===== src/rtl/key_debounce.sv =====
// Two-channel push-button debouncer for active-low keys. Each key gets a
// 2-flop synchroniser and a four-state filter that emits a clean level plus press/release pulses.

module key_debounce_ch #(
    parameter int CNT_MAX = 1_000_000,
    parameter int CNT_W   = 20
) (
    input  logic clk,
    input  logic rst,
    input  logic key,
    output logic out,
    output logic press,
    output logic rls
);
    typedef enum logic [1:0] {UP, P_FILT, DOWN, R_FILT} state_t;

    localparam logic [CNT_W-1:0] CNT_LAST = CNT_W'(CNT_MAX - 1);

    state_t           state;
    logic             s1, s2;
    logic [CNT_W-1:0] cnt;

    always_ff @(posedge clk or posedge rst) begin
        if (rst) begin
            s1    <= 1'b1;
            s2    <= 1'b1;
            state <= UP;
            cnt   <= '0;
            out   <= 1'b1;
            press <= 1'b0;
            rls   <= 1'b0;
        end else begin
            s1    <= key;
            s2    <= s1;
            press <= 1'b0;
            rls   <= 1'b0;
            case (state)
                UP: begin
                    if (!s2) begin
                        state <= P_FILT;
                        cnt   <= '0;
                    end
                end
                P_FILT: begin
                    // Any return to released restarts the window from zero.
                    if (s2) begin
                        state <= UP;
                        cnt   <= '0;
                    end else if (cnt == CNT_LAST) begin
                        state <= DOWN;
                        cnt   <= '0;
                        out   <= 1'b0;
                        press <= 1'b1;
                    end else begin
                        cnt <= cnt + CNT_W'(1);
                    end
                end
                DOWN: begin
                    if (s2) begin
                        state <= R_FILT;
                        cnt   <= '0;
                    end
                end
                R_FILT: begin
                    if (!s2) begin
                        state <= DOWN;
                        cnt   <= '0;
                    end else if (cnt == CNT_LAST) begin
                        state <= UP;
                        cnt   <= '0;
                        out   <= 1'b1;
                        rls   <= 1'b1;
                    end else begin
                        cnt <= cnt + CNT_W'(1);
                    end
                end
                default: begin
                    state <= UP;
                    cnt   <= '0;
                end
            endcase
        end
    end
endmodule

module key_debounce #(
    parameter int CNT_MAX = 1_000_000,
    parameter int CNT_W   = 20
) (
    input  logic clk,
    input  logic rst,
    input  logic key1,
    input  logic key2,
    output logic key1_out,
    output logic key2_out,
    output logic key1_press,
    output logic key2_press,
    output logic key1_release,
    output logic key2_release
);
    localparam int NUM_KEYS = 2;

    logic [NUM_KEYS-1:0] keys, outs, press, rls;

    assign keys = {key2, key1};

    for (genvar i = 0; i < NUM_KEYS; i++) begin : g_ch
        key_debounce_ch #(
            .CNT_MAX(CNT_MAX),
            .CNT_W  (CNT_W)
        ) u_ch (
            .clk  (clk),
            .rst  (rst),
            .key  (keys[i]),
            .out  (outs[i]),
            .press(press[i]),
            .rls  (rls[i])
        );
    end

    assign key1_out     = outs[0];
    assign key2_out     = outs[1];
    assign key1_press   = press[0];
    assign key2_press   = press[1];
    assign key1_release = rls[0];
    assign key2_release = rls[1];
endmodule


===== config.mk =====
export PLATFORM = sky130hd
export DESIGN_NAME = key_debounce
export DESIGN_NICKNAME = d
export VERILOG_FILES = /design/src/rtl/key_debounce.sv
export SDC_FILE = /design/constraint.sdc
export NUM_CORES = 1
export LEC_CHECK = 0
export ABC_AREA = 1
export ABC_CLOCK_PERIOD_IN_PS = 4000
export BUFFER_PORTS_ARGS = -buffer_cell sky130_fd_sc_hd__clkbuf_2
export CAP_MARGIN = 20
export CORE_UTILIZATION = 63
export DETAILED_ROUTE_END_ITERATION = 8
export GPL_TIMING_DRIVEN = 1
export PLACE_DENSITY = 0.81
export SETUP_SLACK_MARGIN = 0.15
export SLEW_MARGIN = 10
export SYNTH_ARGS = -nofsm -noshare
export SYNTH_HDL_FRONTEND = slang
export SYNTH_SLANG_ARGS = --single-unit

===== constraint.sdc =====
create_clock -name clk -period 4 [get_ports clk]
set_input_delay 0.6 -clock clk [delete_from_list [all_inputs] [get_ports clk]]
set_output_delay 0.6 -clock clk [all_outputs]
set_load 0.005 [all_outputs]

==> impl_metrics.toml, run 1 <==
[timing]
rsz0062_at_grt = "no"
period_needed_ps = 1730
setup_tns_ps = 0
finClkSkew_ps = 8.08
slew-limit-headroom = 0.404
worstMarginPinSlew_ps = 892
setup_viol_count_final = 0
fmax_mhz = 578
hold_violations = 0
final_max_slew_viol_count = 0
period_share = 0.433

[clocking]
ctsResizeCount = 0
path_clk_slew_ps = 100
cts-root-buf = "clkbuf_8"
cts_made_buffers = 5
cts_tree = "yes"
htreeDepth = 2
hold_buffers = 0
post_cts_buffers = 0
cts_buffer_depth = 2
clk_latency_ps = 310
cts_sinks = 54

[worst_setup_path]
cp_top_family = "flip-flops"
endpoint_kind = "register"
crit_fanout = 12
path_cells = "inv_1 > nand2_1 > nand3_2 > inv_1 > nor2_1 > xor2_1 > nor2_1"
critPathBufInv = 2
crit_required_ps = 4240
cp_slowest_cell = "dfstp_2"
start_kind = "register"
critical_path_arrival_ps = 1970
cpPeakStageDelay_ps = 570
path_class = "reg2reg"

[floorplan]
core_area_um2 = 4720
die_w_um = 72.1
ios = 10
start_util = 0.655
die_area_um2 = 5200
rows = 25
die_h_um = 72.1

[route]
drtAntennaViolNets = 0
vias = 2553
drtIter0Drc = 196
drc_errors = 0
totalWireLength_um = 6000
vias_per_cell = 5.35
wl_per_cell_um = 12.6
drt_pass1_iterations = 5

[power_and_ir_drop]
peakVddDrop_mv = 0.318
power_leakage_nw = 1.43
p_clk_frac = 0.339
p_comb_frac = 0.186
p_int_uw = 910
pwr_density_cell_nw_per_um2 = 396
p_sw_uw = 406
netSwitchingFraction = 0.309
seqPwrFrac = 0.475

[finish]
final_nets = 415
syn2layout_area_growth_pct = 7.48
layout_commonest_cell = "nand2_1"
layout_common_cells = "nand2_1 (101), dfrtp_1 (48), nor2_1 (43), inv_1 (39), nand3_1 (30)"
antennaDiodeCount = 0
stdcell_area_um2 = 3330
drive_gt1_frac = 0.159

[global_routing]
grt_usage = 0.256
antenna_found_initial = 0
globalRouteOverflowTotal = 0
grt_max_degree = 55
grt_pass1_wl_um = 10400
grt_pass1_vias = 2392

[synthesis]
synth_nets = 405
yosysWarnings = 0
syn_area_um2 = 3090
postSynthAreaPerCell_um2 = 7.75
seq_area_frac_synth = 0.439
yosys.cell_types.count = 33
synth_cells = 399
yosys_register_bits = 54

[place]
place_congestion = 0.901
place_area_um2 = 3180
dp_hpwl_um = 4410
io_buffers = 9

[run_status]
outcome = "finished clean"

[min_path]
hold_path.class = "reg2reg"

[run]
maxCapViolCount = 0
==> layout make-up <==
cell class                      instances  area, um^2
Clock buffer                            6        82.6
Clock inverter                          2        60.1
Fill cell                             361        1400
Inverter                               49         188
Multi-Input combinational cell        290        1510
Sequential cell                        54        1360
Tap cell                               67        83.8
Timing Repair Buffer                    9        45.0
==> path summary, 6_finish.rpt <==
check                                 from                    to  slack (ps)  cells past startpoint
setup / recovery           g_ch[1].u_ch.s2   g_ch[1].u_ch.cnt[8]        2270                      7
max in group asynchronous              rst  g_ch[1].u_ch.cnt[16]        3040                      2
hold reg to reg            g_ch[1].u_ch.s1       g_ch[1].u_ch.s2         360                      0
setup reg to reg           g_ch[1].u_ch.s2   g_ch[1].u_ch.cnt[8]        2270                      7
hold / removal             g_ch[1].u_ch.s1       g_ch[1].u_ch.s2         360                      0
min in group asynchronous              rst   g_ch[1].u_ch.cnt[2]         430                      2
==> per-stage QoR <==
| stage | hold WS, ps | power (mW) | util | setup WS [ps] | cells |
|---|---|---|---|---|---|
| after floorplan | 345 | 0.826 | - | 2100 | 399 |
| after global routing | 348 | 1.38 | 0.704 | 2060 | 477 |
| final | 362 | 1.32 | 0.704 | 2270 | 477 |
| after global placement | 346 | 0.870 | 0.674 | 2370 | 469 |
| after CTS | 353 | 1.32 | 0.704 | 2280 | 477 |
| after detailed placement | 349 | 0.880 | 0.674 | 2320 | 469 |
==> sequential cells by signal, summed over array words and instances, names as in the netlist, named ones only <==
register / flops
g_ch.u_ch.out: 2
g_ch.u_ch.rls: 2
g_ch.u_ch.state: 2
g_ch.u_ch.s1: 2
g_ch.u_ch.s2: 2
g_ch.u_ch.cnt: 40
g_ch.u_ch.press: 2
==> cells in the mapped netlist, drive strengths merged <==
cell type | instances | share of area
nand2 | 110 | 0.14
nor2 | 57 | 0.092
inv | 49 | 0.060
dfrtp | 48 | 0.39
nand3 | 36 | 0.068
o21ai | 20 | 0.032
xor2 | 15 | 0.042
nand4 | 13 | 0.028
nor3 | 12 | 0.025
a21oi | 10 | 0.016
o22ai | 7 | 0.014
buf | 6 | 0.013
dfstp | 6 | 0.051
ha | 2 | 0.0081
nand3b | 2 | 0.0049
xnor2 | 2 | 0.0057
a31oi | 1 | 0.0020
nor4 | 1 | 0.0020
o21bai | 1 | 0.0024
or2 | 1 | 0.0020
==> kinds of logic (layout without fill, tap and decap cells) <==
group | after synthesis | after routing | synth area share
compound gates | 39 | 39 | 0.0671
buf+inv | 55 | 66 | 0.0736
fa+ha+maj | 2 | 2 | 0.00809
simple gates | 232 | 232 | 0.364
xor+xnor | 17 | 17 | 0.0481
flops | 54 | 54 | 0.439
==> power groups by stage <==
stage               registers (mW)  clock network (mW)  logic [mW]
detailed placement           0.636                   0       0.244
global placement             0.634                   0       0.236
floorplan                    0.627                   0       0.198
global route                 0.632               0.477       0.271
finish                       0.625               0.446       0.244
CTS                          0.626               0.455       0.245
==> per-layer routing <==
layer	up-vias	global-route usage	share of wire
met5	-	0	0
li1	1307	-	-
met1	1173	0.315	0.45
met3	10	0.0444	0.038
met4	0	0.105	0.017
met2	63	0.445	0.49
Power figures use the tool's default switching activity.
==> run 2: changes to the inputs <==
--- a/config.mk
+++ b/config.mk
@@ -5,14 +5,14 @@
 export SDC_FILE = /design/constraint.sdc
 export NUM_CORES = 1
 export LEC_CHECK = 0
-export ABC_AREA = 1
-export ABC_CLOCK_PERIOD_IN_PS = 4000
+export ABC_AREA = 0
+export ABC_CLOCK_PERIOD_IN_PS = 1690
 export BUFFER_PORTS_ARGS = -buffer_cell sky130_fd_sc_hd__clkbuf_2
 export CAP_MARGIN = 20
-export CORE_UTILIZATION = 63
+export CORE_UTILIZATION = 61
 export DETAILED_ROUTE_END_ITERATION = 8
 export GPL_TIMING_DRIVEN = 1
-export PLACE_DENSITY = 0.81
+export PLACE_DENSITY = 0.79
 export SETUP_SLACK_MARGIN = 0.15
 export SLEW_MARGIN = 10
 export SYNTH_ARGS = -nofsm -noshare
==> constraint.sdc (replaced) <==
create_clock -name clk -period 1.69 [get_ports clk]
set_input_delay 0.2535 -clock clk [delete_from_list [all_inputs] [get_ports clk]]
set_output_delay 0.2535 -clock clk [all_outputs]
set_load 0.005 [all_outputs]
==> impl_metrics.toml, run 2 <==
[synthesis]
yosys_register_bits = 54
syn_area_um2 = 2770
synth_edf_count = 0
yosysTopAreaCell = "dfrtp_1"
synthTopCellsByArea = "dfrtp_1 (43%), dfstp_2 (5.7%), nand2_1 (4.3%), o21ai_0 (3.8%), a31oi_1 (3.4%)"
yosys.cell_types.count = 56
yosysMostFrequentCell = "dfrtp_1"
synth-async-reset-ratio = 1.00
seq_area_frac_synth = 0.491
synth_cells = 290
yosysTopAreaCellShare = 0.434
synth_flop_cell = "dfrtp_1"
synth_commonest_cells = "dfrtp_1 (48), nand2_1 (32), o21ai_0 (21), nand3_1 (18), a21oi_1 (17)"
synth_nets = 296
postSynthAreaPerCell_um2 = 9.55
yosysWarnings = 0

[clocking]
cts_buffer_depth = 2
htreeDepth = 2
cts_tree = "yes"
cts_made_buffers = 5
path_clk_slew_ps = 110
cts-root-buf = "clkbuf_8"
cts_sinks = 54
clk_latency_ps = 310

[timing]
holdWs_ps = 8.52
final.setup.worst_slack_ps = -414
rsz0062_at_grt = "yes"
finClkSkew_ps = 10.9
worstMarginPinSlew_ps = 426
period_share = 1.25
slew-limit-headroom = 0.715
fmax_mhz = 475
final_max_slew_viol_count = 0
setup_tns_ps = -11970
setup_viol_count_final = 47
hold_violations = 0
period_needed_ps = 2100

[route]
drt_pass1_iterations = 5
wl_per_cell_um = 24.1
vias_per_cell = 7.07
drc_errors = 0
drtIter0Drc = 312
totalWireLength_um = 10600
drtAntennaViolNets = 0
vias = 3098

[finish]
syn2layout_area_growth_pct = 45.2
final_cells = 438
stdcell_area_um2 = 4020
layout_commonest_cell = "buf_4"
largest_reg_flops = 40
drive_gt1_frac = 0.451
layout_common_cells = "buf_4 (69), dfrtp_1 (48), nand2_1 (29), buf_6 (19), nand3_1 (17)"
largest_register = "g_ch.u_ch.cnt"
fillers = 161
final_nets = 391
antennaDiodeCount = 0

[floorplan]
die_h_um = 69.4
die_w_um = 69.4
die_area_um2 = 4810
rows = 24
ios = 10
start_util = 0.636
core_area_um2 = 4350

[worst_setup_path]
cpPeakStageDelay_ps = 560
critical_path_arrival_ps = 2290
cp_slowest_cell = "or4b_4"
cp_top_family = "simple AND/OR/NAND/NOR gates"
start_kind = "register"
crit_required_ps = 1880
endpoint_kind = "register"
crit_fanout = 7
critPathBufInv = 1
path_class = "reg2reg"
path_cells = "or4b_4 > nor4_4 > a21oi_2 > buf_6 > a21oi_1 > a31oi_1"

[place]
place_congestion = 0.886
dp.cells = 411
place_area_um2 = 3410
io_buffers = 9
dp_hpwl_um = 4630

[run_status]
outcome = "finished, violations left"
violations = "setup timing"

[global_routing]
grt_pass1_wl_um = 13400
grt_pass1_vias = 2927
globalRouteOverflowTotal = 0
antenna_found_initial = 0
grt_usage = 0.354
grt_max_degree = 38

[run]
maxCapViolCount = 0

[power_and_ir_drop]
pwr_density_cell_nw_per_um2 = 816
power_leakage_nw = 1.77
peakVddDrop_mv = 0.784

[min_path]
hold_path.class = "in2reg"
[run 2: cell count changes after synthesis, sizes merged, moves of 5 or more]
cell   previous run  this run
a21oi            10        18
a31oi             1        15
and3              0        11
inv              49        16
nand2           110        32
nand3            36        19
nand4            13         7
nor2             57         8
nor3             12         6
o21ai            20        25
o22ai             7         0
or3               0         9
xor2             15         3
[run 2: layout make-up]
cell class                      instances  area (um^2)  share of cell area
Clock inverter                          2         60.1              0.0149
Timing Repair Buffer                   99          807               0.201
Sequential cell                        54         1360               0.338
Inverter                               16         63.8              0.0159
Clock buffer                            6         82.6              0.0205
Tap cell                               52         65.1              0.0162
Multi-Input combinational cell        209         1580               0.394
[run 2: power by group]
part | internal (mW) | switching [mW]
Clock | 0.632 | 0.454
Combinational | 0.364 | 0.439
Sequential | 1.34 | 0.0470
Total | 2.34 | 0.941
[run 2: final timing paths]
| check | startpoint | to | slack [ps] | cells after the start |
|---|---|---|---|---|
| max | g_ch[1].u_ch.cnt[8] | g_ch[1].u_ch.cnt[19] | -410 | 6 |
| min | key1 | g_ch[0].u_ch.s1 | 9 | 1 |
| max reg2reg | g_ch[1].u_ch.cnt[8] | g_ch[1].u_ch.cnt[19] | -410 | 6 |
| min reg2reg | g_ch[1].u_ch.s1 | g_ch[1].u_ch.s2 | 360 | 0 |
| max in group asynchronous | rst | g_ch[0].u_ch.out | 610 | 4 |
| min in group asynchronous | rst | async pin | 500 | 3 |
[run 2: repair_timing]
item / CTS / global route
pin swaps: 22 / 13
buffers inserted: 10 / 7
hold endpoints to repair: 14 / 0
endpoints found under the setup margin: 49 / 50
gates resized for setup: 51 / 25
hold buffers: 1 / 0
cloned: 1 / 0
[run 2: kinds of logic (layout without fill, tap and decap cells)]
kind of cell,after synthesis,after routing,synth area share
compound gates,82,82,0.193
xor+xnor,7,7,0.0221
simple gates,117,117,0.235
fa+ha+maj,2,2,0.00904
mux,1,1,0.00362
flops,54,54,0.491
buf+inv,27,123,0.0465
[run 2: layer usage]
metal	vias to the layer above	GRT usage	routed length [um]
met2	292	0.661	5210
li1	1249	-	-
met3	100	0.0596	901
met4	0	0.179	883
met5	-	0	0
met1	1457	0.380	3580
[run 2: metrics by stage]
stage                      util  setup slack (ps)  total power, mW
after CTS                 0.887              -223             3.10
after global placement    0.784              -170             1.89
final                     0.923              -414             3.28
after floorplan               -              -192             1.72
after detailed placement  0.784              -228             1.91
after global routing      0.923              -445             3.34
==> run 3: changes to the inputs <==
--- a/config.mk
+++ b/config.mk
@@ -10,7 +10,9 @@
 export BUFFER_PORTS_ARGS = -buffer_cell sky130_fd_sc_hd__clkbuf_2
 export CAP_MARGIN = 20
 export CORE_UTILIZATION = 61
+export CTS_BUF_LIST = sky130_fd_sc_hd__clkbuf_16
 export DETAILED_ROUTE_END_ITERATION = 8
+export GPL_ROUTABILITY_DRIVEN = 0
 export GPL_TIMING_DRIVEN = 1
 export PLACE_DENSITY = 0.79
 export SETUP_SLACK_MARGIN = 0.15
==> impl_metrics.toml, run 3 (synthesized netlist as in run 2, its figures left out) <==
[run_status]
outcome = "finished, violations left"
violations = "setup timing"

[global_routing]
grt_pass1_wl_um = 12200
antenna_found_initial = 0
grt_usage = 0.322
grt_max_degree = 38
grt_pass1_vias = 2717
globalRouteOverflowTotal = 0

[finish]
largest_reg_flops = 40
antennaDiodeCount = 0
syn2layout_area_growth_pct = 44.0
layout_common_cells = "buf_4 (71), dfrtp_1 (48), nand2_1 (31), nand3_1 (16), inv_1 (15)"
layout_commonest_cell = "buf_4"
drive_gt1_frac = 0.442
largest_register = "g_ch.u_ch.cnt"
final_nets = 383

[clocking]
cts_tree = "yes"
cts_buffer_depth = 2
clk_latency_ps = 290
cts_sinks = 54
path_clk_slew_ps = 70
htreeDepth = 2
cts_made_buffers = 5
cts-root-buf = "clkbuf_16"

[route]
drt_pass1_iterations = 5
drc_errors = 0
totalWireLength_um = 8680
drtIter0Drc = 224
vias_per_cell = 6.52
drtAntennaViolNets = 0
wl_per_cell_um = 20.2
vias = 2805

[floorplan]
ios = 10
die_w_um = 69.4
die_area_um2 = 4810
die_h_um = 69.4
core_area_um2 = 4350
start_util = 0.636
rows = 24

[worst_setup_path]
critical_path_arrival_ps = 2240
start_kind = "register"
worstRegToRegCells = 6
crit_fanout = 4
crit_required_ps = 1840
endpoint_kind = "register"
path_class = "reg2reg"

[timing]
final.setup.worst_slack_ps = -395
rsz0062_at_grt = "yes"
finClkSkew_ps = 7.50
setup_viol_count_final = 47
setup_tns_ps = -12100
slew-limit-headroom = 0.694
period_needed_ps = 2090
fmax_mhz = 480
final_max_slew_viol_count = 0
holdWs_ps = 37.8
hold_violations = 0
worstMarginPinSlew_ps = 457
period_share = 1.23

[place]
io_buffers = 9
dp_hpwl_um = 4630

[power_and_ir_drop]
pwr_density_cell_nw_per_um2 = 851
peakVddDrop_mv = 1.06
power_leakage_nw = 1.74

[min_path]
min_path_cells = 1
hold_path.class = "in2reg"

[run]
maxCapViolCount = 0
## run 3: through the flow
step,instance area (um^2),util,total power [mW],instances,worst slack (ps)
2_1_floorplan,2840,-,1.72,290,-192
3_3_place_gp,3410,0.784,1.89,411,-170
3_5_place_dp,3410,0.784,1.91,411,-228
4_1_cts,3800,0.872,3.29,423,-239
5_1_grt,3990,0.916,3.47,430,-449
6_report,3990,0.916,3.39,430,-395
## run 3: what timing repair did
item	4_1_cts	5_1_grt
setup buffers	2	7
cloned	1	0
resized for setup	39	28
pin swaps	20	16
endpoints found under the hold margin	14	0
endpoints found under the setup margin	49	50
hold buffers	1	0
## run 3: cell type report
cell class / instances / area [um^2]
multi-input cells: 209 / 1600
flip-flops and latches: 54 / 1360
repair buffers: 91 / 709
fillers: 170 / 368
clock buffers: 5 / 125
well taps: 52 / 65.1
clock inverters: 3 / 63.8
inverters: 16 / 63.8
## run 3: power by group
| group | internal (mW) | total, mW | switching (mW) | leakage, nW |
|---|---|---|---|---|
| sequential | 1.34 | 1.39 | 0.0442 | 0.726 |
| clock | 0.844 | 1.30 | 0.456 | 0.0915 |
| combinational | 0.310 | 0.704 | 0.394 | 0.920 |
| total | 2.50 | 3.39 | 0.894 | 1.74 |
## run 3: worst paths after layout
path,slack (ps),from,endpoint
setup / recovery,-400,g_ch[1].u_ch.cnt[10],g_ch[1].u_ch.cnt[10]
hold / removal,40,key2,g_ch[1].u_ch.s1
setup reg to reg,-400,g_ch[1].u_ch.cnt[10],g_ch[1].u_ch.cnt[10]
hold reg to reg,360,g_ch[1].u_ch.s1,g_ch[1].u_ch.s2
max in group asynchronous,610,rst,g_ch[0].u_ch.out
min in group asynchronous,510,rst,async pin
## run 3: per-layer routing
layer  track usage  vias up  routed length, um
li1              -     1239                  -
met1         0.374     1397               3390
met2         0.585      131               4550
met3        0.0407       38                379
met4         0.156        0                361
met5             0        -                  0
## run 3: worst max-delay path, stage by stage, from the launching register on
cell and delay, ps:
dfrtp_1 400, or4_4 570, nor4_4 350, buf_4 200, or3_4 160, nand3b_1 140
o21ai_1 130
